<file path="src/rtl/clk_div_scheduler_pkg.sv">
// Shared definitions for the clock-divider rate scheduler.
package clk_div_scheduler_pkg;

    // Rate select codes understood by clock_divider
    localparam logic [1:0] RATE_100HZ  = 2'b00;
    localparam logic [1:0] RATE_1KHZ   = 2'b01;
    localparam logic [1:0] RATE_10KHZ  = 2'b10;
    localparam logic [1:0] RATE_100KHZ = 2'b11;

    // Scheduler FSM states
    typedef enum logic [2:0] {
        IDLE,
        ARB,
        WAIT_EDGE,
        APPLY,
        OWNED
    } state_e;

endpackage

</file>
<file path="src/rtl/clk_div_scheduler_rr_arbiter.sv">
// Combinational round-robin arbiter: first set request at or above rr_ptr, with wrap.
module rr_arbiter #(
    parameter int NUM_REQ = 4,
    parameter int PW      = 2
) (
    input  logic [NUM_REQ-1:0] req,
    input  logic [PW-1:0]      rr_ptr,
    output logic [NUM_REQ-1:0] gnt,
    output logic [PW-1:0]      idx,
    output logic               valid
);

    int unsigned pos;

    // Rotating priority search starting at rr_ptr
    always_comb begin
        gnt   = '0;
        idx   = '0;
        valid = 1'b0;
        pos   = 0;
        for (int unsigned k = 0; k < NUM_REQ; k++) begin
            pos = (32'(rr_ptr) + k) % NUM_REQ;
            if (!valid && req[PW'(pos)]) begin
                valid            = 1'b1;
                gnt[PW'(pos)]    = 1'b1;
                idx              = PW'(pos);
            end
        end
    end

endmodule

</file>
<file path="src/rtl/clk_div_scheduler.sv">
// Round-robin sharing of the clock_divider rate select with glitch-safe switching.
module clk_div_scheduler
    import clk_div_scheduler_pkg::*;
#(
    parameter int NUM_REQ     = 4,
    parameter int TIMEOUT_CYC = 500000
) (
    input  logic                 clk,
    input  logic                 reset,
    input  logic [NUM_REQ-1:0]   req,
    input  logic [2*NUM_REQ-1:0] rate,
    input  logic                 div_clk,
    output logic [NUM_REQ-1:0]   grant,
    output logic [1:0]           div,
    output logic                 busy,
    output logic                 switch_done
);

    localparam int PW = (NUM_REQ > 1) ? $clog2(NUM_REQ) : 1;
    localparam int CW = (TIMEOUT_CYC > 1) ? $clog2(TIMEOUT_CYC) : 1;
    localparam logic [CW-1:0] CNT_LAST = CW'(TIMEOUT_CYC - 1);
    localparam logic [PW-1:0] LAST_IDX = PW'(NUM_REQ - 1);

    state_e               state;
    logic [PW-1:0]        rr_ptr;
    logic [PW-1:0]        owner;
    logic [1:0]           target;
    logic [CW-1:0]        cnt;
    logic                 div_clk_q;

    logic [NUM_REQ-1:0]   arb_gnt;
    logic [PW-1:0]        arb_idx;
    logic                 arb_valid;
    logic [1:0]           arb_rate;
    logic [1:0]           owner_rate;
    logic                 owner_req;
    logic                 fall;
    logic [PW-1:0]        next_ptr;

    rr_arbiter #(
        .NUM_REQ (NUM_REQ),
        .PW      (PW)
    ) u_arb (
        .req     (req),
        .rr_ptr  (rr_ptr),
        .gnt     (arb_gnt),
        .idx     (arb_idx),
        .valid   (arb_valid)
    );

    assign fall       = div_clk_q & ~div_clk;
    assign arb_rate   = rate[{arb_idx, 1'b0} +: 2];
    assign owner_rate = rate[{owner, 1'b0} +: 2];
    assign owner_req  = req[owner];
    assign next_ptr   = (owner == LAST_IDX) ? '0 : owner + PW'(1);

    // Scheduler FSM with registered outputs
    always_ff @(posedge clk) begin
        if (reset) begin
            state       <= IDLE;
            grant       <= '0;
            div         <= RATE_100HZ;
            busy        <= 1'b0;
            switch_done <= 1'b0;
            rr_ptr      <= '0;
            owner       <= '0;
            target      <= RATE_100HZ;
            cnt         <= '0;
            div_clk_q   <= 1'b0;
        end else begin
            div_clk_q   <= div_clk;
            switch_done <= 1'b0;
            case (state)
                IDLE: begin
                    if (|req) state <= ARB;
                end
                ARB: begin
                    if (!arb_valid) begin
                        state <= IDLE;
                    end else begin
                        grant  <= arb_gnt;
                        owner  <= arb_idx;
                        target <= arb_rate;
                        if (arb_rate == div) begin
                            state <= OWNED;
                        end else begin
                            cnt   <= '0;
                            busy  <= 1'b1;
                            state <= WAIT_EDGE;
                        end
                    end
                end
                WAIT_EDGE: begin
                    if (!owner_req) begin
                        grant  <= '0;
                        rr_ptr <= next_ptr;
                        busy   <= 1'b0;
                        state  <= IDLE;
                    end else if (fall || cnt == CNT_LAST) begin
                        // div and the pulse are registered on entry so both are visible during APPLY
                        div         <= target;
                        switch_done <= 1'b1;
                        busy        <= 1'b0;
                        state       <= APPLY;
                    end else if (cnt != '1) begin
                        cnt <= cnt + CW'(1);
                    end
                end
                APPLY: begin
                    state <= OWNED;
                end
                OWNED: begin
                    if (!owner_req) begin
                        grant  <= '0;
                        rr_ptr <= next_ptr;
                        state  <= IDLE;
                    end else if (owner_rate != div) begin
                        target <= owner_rate;
                        cnt    <= '0;
                        busy   <= 1'b1;
                        state  <= WAIT_EDGE;
                    end
                end
                default: state <= IDLE;
            endcase
        end
    end

endmodule

</file>
<file path="config.mk">
export PLATFORM = sky130hd
export DESIGN_NAME = clk_div_scheduler
export DESIGN_NICKNAME = d
export VERILOG_FILES = /design/src/rtl/clk_div_scheduler_pkg.sv /design/src/rtl/clk_div_scheduler_rr_arbiter.sv /design/src/rtl/clk_div_scheduler.sv
export SDC_FILE = /design/constraint.sdc
export NUM_CORES = 1
export LEC_CHECK = 0
export ABC_AREA = 1
export BUFFER_PORTS_ARGS = -buffer_cell sky130_fd_sc_hd__clkbuf_2
export CORE_MARGIN = 2
export CORE_UTILIZATION = 35
export CTS_CLUSTER_SIZE = 28
export DETAILED_ROUTE_END_ITERATION = 6
export HOLD_SLACK_MARGIN = 0.02
export MAX_ROUTING_LAYER = met4
export REMOVE_ABC_BUFFERS = 1
export SLEW_MARGIN = 10
export SYNTH_ARGS = -nofsm -noshare
export SYNTH_HDL_FRONTEND = slang
export SYNTH_SLANG_ARGS = --single-unit
</file>
<file path="constraint.sdc">
create_clock -name clk -period 4.1 [get_ports clk]
set_input_delay 0.41 -clock clk [delete_from_list [all_inputs] [get_ports clk]]
set_output_delay 0.41 -clock clk [all_outputs]
set_load 0.01 [all_outputs]
</file>
==> results.sh, run 1 <==
export IMPL_outcome="completed"
export IMPL_syn_avg_cell_area_um2=6.15
export IMPL_reg2regPathDepth=19
export IMPL_worstMarginPinSlew_ps=896
export IMPL_yosys_area_top_type="dfxtp_1"
export IMPL_hpwl_um=5330
export IMPL_crit_chain="inv_2 > ha_1 > inv_1 > nand3_2 > nand2_4 > nor2_4 > nor2_2 > nand2_4 > nand2_4 > nand2_1 > nand2_1 > nand2_1 > nand3_1 > nand2_2 > nand3_4 > nand3_4 > nand2_1 > inv_2 > nor2_1"
export IMPL_fin_tns_setup_ps=0
export IMPL_worstSetupStartpointType="flop"
export IMPL_cp_arrival_ps=3460
export IMPL_fillerInstances=861
export IMPL_antenna_diode_count=0
export IMPL_worstHoldStart="div_clk"
export IMPL_dieArea_mm2=0.00907
export IMPL_required_ps=4280
export IMPL_cts_resized=0
export IMPL_hold_violations=0
export IMPL_fmax_mhz=304
export IMPL_slew_limit_headroom_pct=40.2
export IMPL_ant_nets=0
export IMPL_design_area_mm2=0.00318
export IMPL_ys_flop_type="dfxtp_1"
export IMPL_initialDrtViolationCount=162
export IMPL_yosys_warnings=0
export IMPL_leakage_nw=1.47
export IMPL_grt_ovfl_total=0
export IMPL_synthArstFlopShare_pct=0
export IMPL_crit_top_cell="nand2_1"
export IMPL_initial_core_util_pct=35.8
export IMPL_hold_path_class="in2reg"
export IMPL_grt_max_degree=30
export IMPL_clock_latency_ps=290
export IMPL_cp_slowest_stage_delay_ps=680
export IMPL_grt_pass1_wl_um=12200
export IMPL_cts_max_level=2
export IMPL_synth_edf_count=0
export IMPL_clock_sinks=37
export IMPL_reg2reg_from="rr_ptr[0]"
export IMPL_dieWidth_um=95.2
export IMPL_io_buffer_count=22
export IMPL_ff_latch_area_um2=741
export IMPL_place_area_mm2=0.00310
export IMPL_synth_area_mm2=0.00291
export IMPL_core_area_mm2=0.00813
export IMPL_clk_pin_slew_ps=80
export IMPL_power_mw=2.56
export IMPL_worstReg2RegEnd="cnt[2]"
export IMPL_rrSetupSlack_ps=810
export IMPL_end_kind="flop"
export IMPL_yosysTopAreaCellShare_pct=25.4
export IMPL_worstPathMaxFanout=22
export IMPL_ctsHoldBuffers=0
export IMPL_synth_seq_cells=37
export IMPL_viasPerCell=5.02
export IMPL_power_density_mw_per_mm2=806
export IMPL_rsz0062_at_grt="no"
export IMPL_fin_crit_ps=3290
export IMPL_dp_slack_ps=810
export IMPL_clock_skew_ps=14.0
export IMPL_numCtsBuffers=5
export IMPL_post_cts_buffers=0
export IMPL_synthCells=474
export IMPL_first_pass_iters=4
export IMPL_setup_viol=0
export IMPL_row_count=33
export IMPL_grt_pass1_vias=2697
export IMPL_ys_seq_area_share_pct=25.4
export IMPL_multiInputGateArea_mm2=0.00175
export IMPL_dr_total_vias=2990
export IMPL_worst_slack_ps=813
export IMPL_fin_util_pct=39.1
export IMPL_min_path_cells=3
export IMPL_hold_end="div_clk_q"
export IMPL_cp_slowest_cell="dfxtp_1"
export IMPL_drive_gt1_share_pct=14.7
export IMPL_root_buffer="clkbuf_8"
export IMPL_cts_tree="done"
export IMPL_period_share_pct=80.2
export IMPL_drc_errors=0
export IMPL_critical_path_class="reg2reg"
export IMPL_pin_count=23
export IMPL_ir_worst_vdd_mv=0.324
export IMPL_grt_antenna_before_repair=0
export IMPL_wire_per_inst_um=11.9
export IMPL_clockBufferDepth=2
export IMPL_ys_top_cells_by_area="dfxtp_1 25%, nand2_1 13%, inv_1 10%"
export IMPL_synth_distinct_cells=35
export IMPL_globalplace_congestion=0.887
export IMPL_die_y_um=95.2
export IMPL_drv_cap=0
export IMPL_drv_slew=0
export IMPL_drt_wl_total_um=7080
export IMPL_grt_total_usage_pct=17.0
export IMPL_nets=515
export IMPL_area_growth_pct=9.10
==> final cells by class <==
type	count	area share [%]
clock inverters	1	0.275
clock buffers	6	2.28
flip-flops and latches	37	23.3
well taps	105	4.13
inverters	92	10.9
repair buffers	24	3.94
multi-input cells	331	55.1
==> registers in the layout, indices dropped and copies added (netlist names) <==
name / flops
busy: 1
cnt: 19
div: 2
div_clk_q: 1
grant: 4
owner: 2
rr_ptr: 2
state: 3
switch_done: 1
target: 2
==> metrics by stage <==
| stage | instances | hold WS (ps) |
|---|---|---|
| after global placement | 589 | 456 |
| after floorplan | 460 | 479 |
| after detailed placement | 589 | 458 |
| after global routing | 596 | 349 |
| final | 596 | 341 |
| after CTS | 596 | 332 |
==> worst max-delay path: cells and delay by family, from the launching register on <==
family | cells | cell delay (ps)
buffers and inverters | 3 | 380
DFF | 1 | 680
and+or+nand+nor | 15 | 1720
adders and majority gates | 1 | 390
==> worst max path at each step <==
stage | from | end | slack [ps]
final | rr_ptr[0] | cnt[2] | 810
after floorplan | rr_ptr[0] | cnt[17] | 1330
after global routing | rr_ptr[0] | cnt[2] | 460
after CTS | rr_ptr[0] | cnt[2] | 790
after global placement | rr_ptr[0] | cnt[17] | 930
after detailed placement | rr_ptr[0] | cnt[2] | 810
==> per-layer routing <==
layer  share of wire (%)  global-route usage, %  vias up
li1                    -                      -     1579
met1                  49                   22.6     1341
met2                  46                   26.9       63
met3                 3.8                   2.61        7
met4                0.85                   4.71        0
met5                   0                      -        -
==> report_power, final <==
part           internal [mW]  total (mW)  switching [mW]  leakage, nW
Clock                  0.118       0.251           0.133       0.0412
Sequential             0.513       0.677           0.164        0.303
Combinational          0.559        1.64            1.08         1.12
==> cells in the mapped netlist (4+ instances only) <==
library cell	count
buf_2	4
dfxtp_1	37
o21ai_0	26
nand3_2	4
nor2_1	38
nand3_1	39
o21ai_1	5
ha_1	9
nand2_1	101
nand2_4	4
nor3_1	4
nor4_1	6
inv_1	78
o22ai_1	4
a21oi_1	27
nor2_2	4
clkbuf_1	7
inv_2	13
nand4_1	29
nand2_2	10
==> cells in the final DEF, fill, tap and decap left out, drive strengths merged <==
cell type  count
a21boi         1
a21oi         28
a31oi          2
buf            2
clkbuf        28
clkinv         1
dfxtp         37
ha             9
inv           92
nand2        115
nand3         45
nand3b         3
nand4         30
nor2          43
nor3           4
nor4           6
o211ai         3
o21ai         31
o221ai         1
o22ai          4
o31ai          3
or2            1
xor2           2
==> cell families (layout without fill, tap and decap cells) <==
logic type                 after synthesis  after routing  synth area share [%]
buffers and inverters                  106            123                  14.4
adders and majority gates                9              9                  3.86
xor gates and xnor gates                 2              2                 0.601
and+or+nand+nor                        247            247                  42.0
AOI/OAI and AO/OA                       73             73                  13.7
DFF                                     37             37                  25.4
Note: power is estimated with default switching activity, not from simulation.
==> inputs of run 2 (changes only) <==
==> constraint.sdc (replaced) <==
create_clock -name clk -period 3 [get_ports clk]
set_input_delay 0.3 -clock clk [delete_from_list [all_inputs] [get_ports clk]]
set_output_delay 0.3 -clock clk [all_outputs]
set_load 0.01 [all_outputs]
==> run 2 against run 1 <==
Net effect:
- global-route usage rose by 0.32 points
- largest power group unchanged
- hold slack worse by 120 ps
- clock power is 60% higher
==> results.sh, run 2 (synthesis results as in run 1) <==
export IMPL_crit_chain="inv_2 > ha_1 > inv_1 > nand3_2 > nand2_4 > nor2_4 > nor2_2 > nand2_4 > nand2_4 > nand2_1 > nand2_1 > nand2_1 > nand3_1 > nand2_2 > nand3_4 > nand3_4 > nand2_1 > inv_1 > nor2_1"
export IMPL_period_share_pct=89.8
export IMPL_grt_pass1_wl_um=12400
export IMPL_numCtsBuffers=5
export IMPL_drt_met1_wl_um=3390
export IMPL_dr_total_vias=2951
export IMPL_hold_path_class="in2reg"
export IMPL_wl_met2_um=3140
export IMPL_clock_latency_ps=290
export IMPL_setup_viol=0
export IMPL_required_ps=3220
export IMPL_worstHoldStart="div_clk"
export IMPL_row_count=33
export IMPL_pin_count=23
export IMPL_final_common_cell="nand2_1"
export IMPL_slew_limit_headroom_pct=39.9
export IMPL_fmax_mhz=371
export IMPL_grt_ovfl_total=0
export IMPL_reg2reg_from="rr_ptr[0]"
export IMPL_grt_pass1_vias=2926
export IMPL_critPathBufInv=3
export IMPL_p_seq_share_pct=25.2
export IMPL_drt_wl_total_um=6870
export IMPL_cp_arrival_ps=2910
export IMPL_top_layer="met4"
export IMPL_cp_slowest_stage_delay_ps=360
export IMPL_dpl_cell_count=593
export IMPL_clockBufferDepth=2
export IMPL_cts_tree="done"
export IMPL_root_buffer="clkbuf_8"
export IMPL_fin_util_pct=39.7
export IMPL_p_sw_mw=1.87
export IMPL_worstSetupStartpointType="flop"
export IMPL_nets=519
export IMPL_ant_nets=0
export IMPL_min_path_cells=3
export IMPL_p_int_mw=1.70
export IMPL_dieArea_mm2=0.00907
export IMPL_drive_gt1_share_pct=15.7
export IMPL_globalplace_congestion=0.953
export IMPL_io_buffer_count=22
export IMPL_worstMarginPinSlew_ps=901
export IMPL_antenna_diode_count=0
export IMPL_grt_antenna_before_repair=0
export IMPL_cts_max_level=2
export IMPL_initial_core_util_pct=35.8
export IMPL_registers_top_by_ff_count="cnt"
export IMPL_outcome="completed"
export IMPL_crit_family="simple AND/OR/NAND/NOR gates"
export IMPL_clock_sinks=37
export IMPL_post_cts_buffers=0
export IMPL_cts_resized=0
export IMPL_instances_no_fill=601
export IMPL_rrSetupSlack_ps=310
export IMPL_met3_length_um=253
export IMPL_first_pass_iters=5
export IMPL_largest_reg_flops=19
export IMPL_ir_worst_vdd_mv=0.414
export IMPL_area_growth_pct=10.9
export IMPL_ctsHoldBuffers=0
export IMPL_grt_max_degree=30
export IMPL_core_area_mm2=0.00813
export IMPL_fin_tns_setup_ps=0
export IMPL_clk_pin_slew_ps=80
export IMPL_leakage_nw=1.50
export IMPL_initialDrtViolationCount=130
export IMPL_hold_end="div_clk_q"
export IMPL_rsz0062_at_grt="no"
export IMPL_critical_path_class="reg2reg"
export IMPL_worstPathMaxFanout=19
export IMPL_power_density_mw_per_mm2=1110
export IMPL_pwr_share_comb_pct=63.6
export IMPL_end_kind="flop"
export IMPL_drv_slew=0
export IMPL_final_cell_mix="101 x nand2_1, 78 x inv_1, 39 x nand3_1"
export IMPL_worstReg2RegEnd="cnt[3]"
export IMPL_hpwl_um=5260
export IMPL_drv_cap=0
export IMPL_fin_crit_ps=2690
export IMPL_die_y_um=95.2
export IMPL_viasPerCell=4.91
export IMPL_crit_top_cell="nand2_1"
export IMPL_cp_slowest_cell="ha_1"
export IMPL_swShare_pct=52.4
export IMPL_power_mw=3.57
export IMPL_grt_total_usage_pct=17.3
export IMPL_clkPwrFrac_pct=11.2
export IMPL_dieWidth_um=95.2
export IMPL_hold_violations=0
export IMPL_drc_errors=0
export IMPL_fillerInstances=871
export IMPL_reg2regPathDepth=19
export IMPL_wire_per_inst_um=11.4
export IMPL_fin_hold_ws_ps=221
export IMPL_reg_top3="cnt (19), grant (4), state (3)"
export IMPL_clock_skew_ps=16.9
-- run 2: final cells by class --
class	count	area (um2)	area share (%)
Multi-Input combinational cell	331	1750	54.2
Sequential cell	37	741	22.9
Inverter	92	348	10.8
Timing Repair Buffer	28	155	4.80
Tap cell	105	131	4.06
Clock buffer	7	96.3	2.98
Clock inverter	1	8.76	0.271
-- run 2: how the worst max path moves through the flow --
stage	startpoint	cells past startpoint	end
finish	rr_ptr[0]	19	cnt[3]
global route	rr_ptr[0]	19	cnt[10]
CTS	rr_ptr[0]	19	cnt[3]
detailed placement	rr_ptr[0]	18	cnt[17]
global placement	rr_ptr[0]	19	cnt[17]
floorplan	rr_ptr[0]	18	cnt[17]
-- run 2: routing by layer --
layer / vias up / GRT usage [%]
met5: - / -
met4: 0 / 6.04
met3: 7 / 3.24
met2: 58 / 28.2
met1: 1297 / 21.5
li1: 1589 / -
-- run 2: worst register-to-register path, stage by stage, from the launching register on --
cell and delay, ps:
dfxtp_1 350, inv_2 100, ha_1 370, inv_1 130, nand3_2 110, nand2_4 120
nor2_4 70, nor2_2 120, nand2_4 90, nand2_4 90, nand2_1 70, nand2_1 60
nand2_1 60, nand3_1 80, nand2_2 90, nand3_4 160, nand3_4 250, nand2_1 160
inv_1 40, nor2_1 90
-- run 2: power by group through the flow --
stage | clock, mW | combinational [mW] | sequential, mW
after floorplan | 0 | 1.79 | 0.882
after global placement | 0 | 2.25 | 0.910
after detailed placement | 0 | 2.27 | 0.905
after CTS | 0.413 | 2.28 | 0.897
after global routing | 0.432 | 2.66 | 0.933
final | 0.401 | 2.27 | 0.901
-- run 2: stage by stage --
step,cell area (um2),setup WS (ps)
final,3230,306
after CTS,3230,320
after floorplan,2840,227
after detailed placement,3130,365
after global placement,3130,433
after global routing,3230,7.11
==> inputs of run 3 (changes only) <==
--- a/config.mk
+++ b/config.mk
@@ -6,7 +6,7 @@
 export NUM_CORES = 1
 export LEC_CHECK = 0
 export ABC_AREA = 1
-export BUFFER_PORTS_ARGS = -buffer_cell sky130_fd_sc_hd__clkbuf_2
+export BUFFER_PORTS_ARGS = -buffer_cell sky130_fd_sc_hd__buf_2
 export CORE_MARGIN = 2
 export CORE_UTILIZATION = 35
 export CTS_CLUSTER_SIZE = 28
==> run 3 against run 2 <==
Net effect:
- combinational power increased by 3%
- critical path depth decreased by 1
- final cell count decreased by 0.17%
- cell area unchanged
- sequential share of layout area about the same
- critical endpoint is now cnt[0]
- first-iteration DRC count increased by 15%
- flip-flop and latch count unchanged
==> results.sh, run 3 (synthesis results as in run 1) <==
export IMPL_outcome="completed"
export IMPL_ir_worst_vdd_mv=0.587
export IMPL_registers_top_by_ff_count="cnt"
export IMPL_clock_sinks=37
export IMPL_dieArea_mm2=0.00907
export IMPL_final_cell_mix="101 x nand2_1, 78 x inv_1, 39 x nand3_1"
export IMPL_slew_limit_headroom_pct=54.8
export IMPL_fillerInstances=874
export IMPL_reg_top3="cnt (19), grant (4), state (3)"
export IMPL_worstPathMaxFanout=10
export IMPL_row_count=33
export IMPL_setup_viol=0
export IMPL_cp_slowest_cell="dfxtp_2"
export IMPL_critical_path_class="reg2reg"
export IMPL_crit_chain="inv_1 > ha_1 > inv_1 > nand3_2 > nand2_4 > nand4_4 > nand3_1 > nand2_2 > inv_2 > nand3_1 > nand2_1 > nand2_1 > nand2_2 > nand3_4 > nand3_4 > nand2_1 > inv_1 > nor2_1"
export IMPL_grt_pass1_wl_um=12400
export IMPL_numCtsBuffers=5
export IMPL_pin_count=23
export IMPL_drv_cap=0
export IMPL_grt_max_degree=20
export IMPL_grt_total_usage_pct=17.3
export IMPL_cts_resized=0
export IMPL_io_buffer_count=22
export IMPL_drive_gt1_share_pct=15.8
export IMPL_cp_arrival_ps=2900
export IMPL_clockBufferDepth=2
export IMPL_grt_pass1_vias=2737
export IMPL_ctsHoldBuffers=0
export IMPL_worstSetupStartpointType="flop"
export IMPL_rsz0062_at_grt="no"
export IMPL_dr_total_vias=2984
export IMPL_worst_slack_ps=286
export IMPL_die_y_um=95.2
export IMPL_drv_slew=0
export IMPL_wire_per_inst_um=12.4
export IMPL_period_share_pct=90.5
export IMPL_viasPerCell=4.97
export IMPL_antenna_diode_count=0
export IMPL_cp_slowest_stage_delay_ps=420
export IMPL_worstMarginPinSlew_ps=671
export IMPL_power_density_mw_per_mm2=1120
export IMPL_largest_reg_flops=19
export IMPL_initialDrtViolationCount=150
export IMPL_cts_tree="done"
export IMPL_final_common_cell="nand2_1"
export IMPL_leakage_nw=1.50
export IMPL_clock_skew_ps=8.97
export IMPL_hold_path_class="in2reg"
export IMPL_nets=519
export IMPL_area_growth_pct=10.9
export IMPL_grt_ovfl_total=0
export IMPL_globalplace_congestion=0.872
export IMPL_core_area_mm2=0.00813
export IMPL_hpwl_um=5470
export IMPL_ant_nets=0
export IMPL_fin_crit_ps=2710
export IMPL_clock_latency_ps=290
export IMPL_drt_wl_total_um=7460
export IMPL_hold_violations=0
export IMPL_end_kind="flop"
export IMPL_dieWidth_um=95.2
export IMPL_grt_antenna_before_repair=0
export IMPL_cts_max_level=2
export IMPL_fin_tns_setup_ps=0
export IMPL_drc_errors=0
export IMPL_rrSetupSlack_ps=290
export IMPL_root_buffer="clkbuf_8"
export IMPL_post_cts_buffers=0
export IMPL_clk_pin_slew_ps=80
export IMPL_fmax_mhz=368
export IMPL_fin_util_pct=39.7
export IMPL_first_pass_iters=4
export IMPL_dp_slack_ps=179
export IMPL_required_ps=3190
export IMPL_initial_core_util_pct=35.8
run 3: cell types whose count changed in the layout (fill, tap and decap cells not counted), sizes merged:
cell      previous run  this run
inv                 93        92
clkinvlp             0         1
clkbuf              29         6
buf                  6        27
nand3               45        46
run 3: path summary, 6_finish.rpt:
check / start / cells after the start / endpoint
min reg2reg: grant[3] / 2 / grant[3]
min: div_clk / 3 / div_clk_q
max reg2reg: rr_ptr[1] / 18 / cnt[0]
max: rr_ptr[1] / 18 / cnt[0]
run 3: area by class of cell:
type                       instances  area [um2]  area share [%]
multi-input combinational        332        1770            54.8
inverter                          92         348            10.8
clock buffer                       6        82.6            2.55
tap                              105         131            4.06
sequential                        37         742            22.9
timing repair buffer              27         151            4.68
clock inverter                     1        7.51           0.232
run 3: metal layers:
metal	GRT usage [%]	routed length, um	vias to the layer above
met5	-	0	-
met4	4.47	83	0
met3	2.53	248	8
met2	27.5	3410	66
met1	23.0	3720	1324
li1	-	-	1586
run 3: power by group:
group | switching [mW] | internal (mW)
Clock | 0.186 | 0.182
Sequential | 0.203 | 0.702
Combinational | 1.55 | 0.788
run 3: critical path, delay by kind of cell (launching register included):
kind,cells,cell delay [ps]
simple gates,13,1430
flops,1,420
buf+inv,4,400
fa+ha+maj,1,350
run 3: stage by stage:
stage	total power, mW	cell area (um2)	cells	hold WS, ps
after floorplan	2.67	2840	460	369
after global placement	3.15	3120	592	455
after detailed placement	3.18	3120	592	454
after CTS	3.56	3210	599	234
after global routing	3.97	3230	600	271
final	3.61	3230	600	239
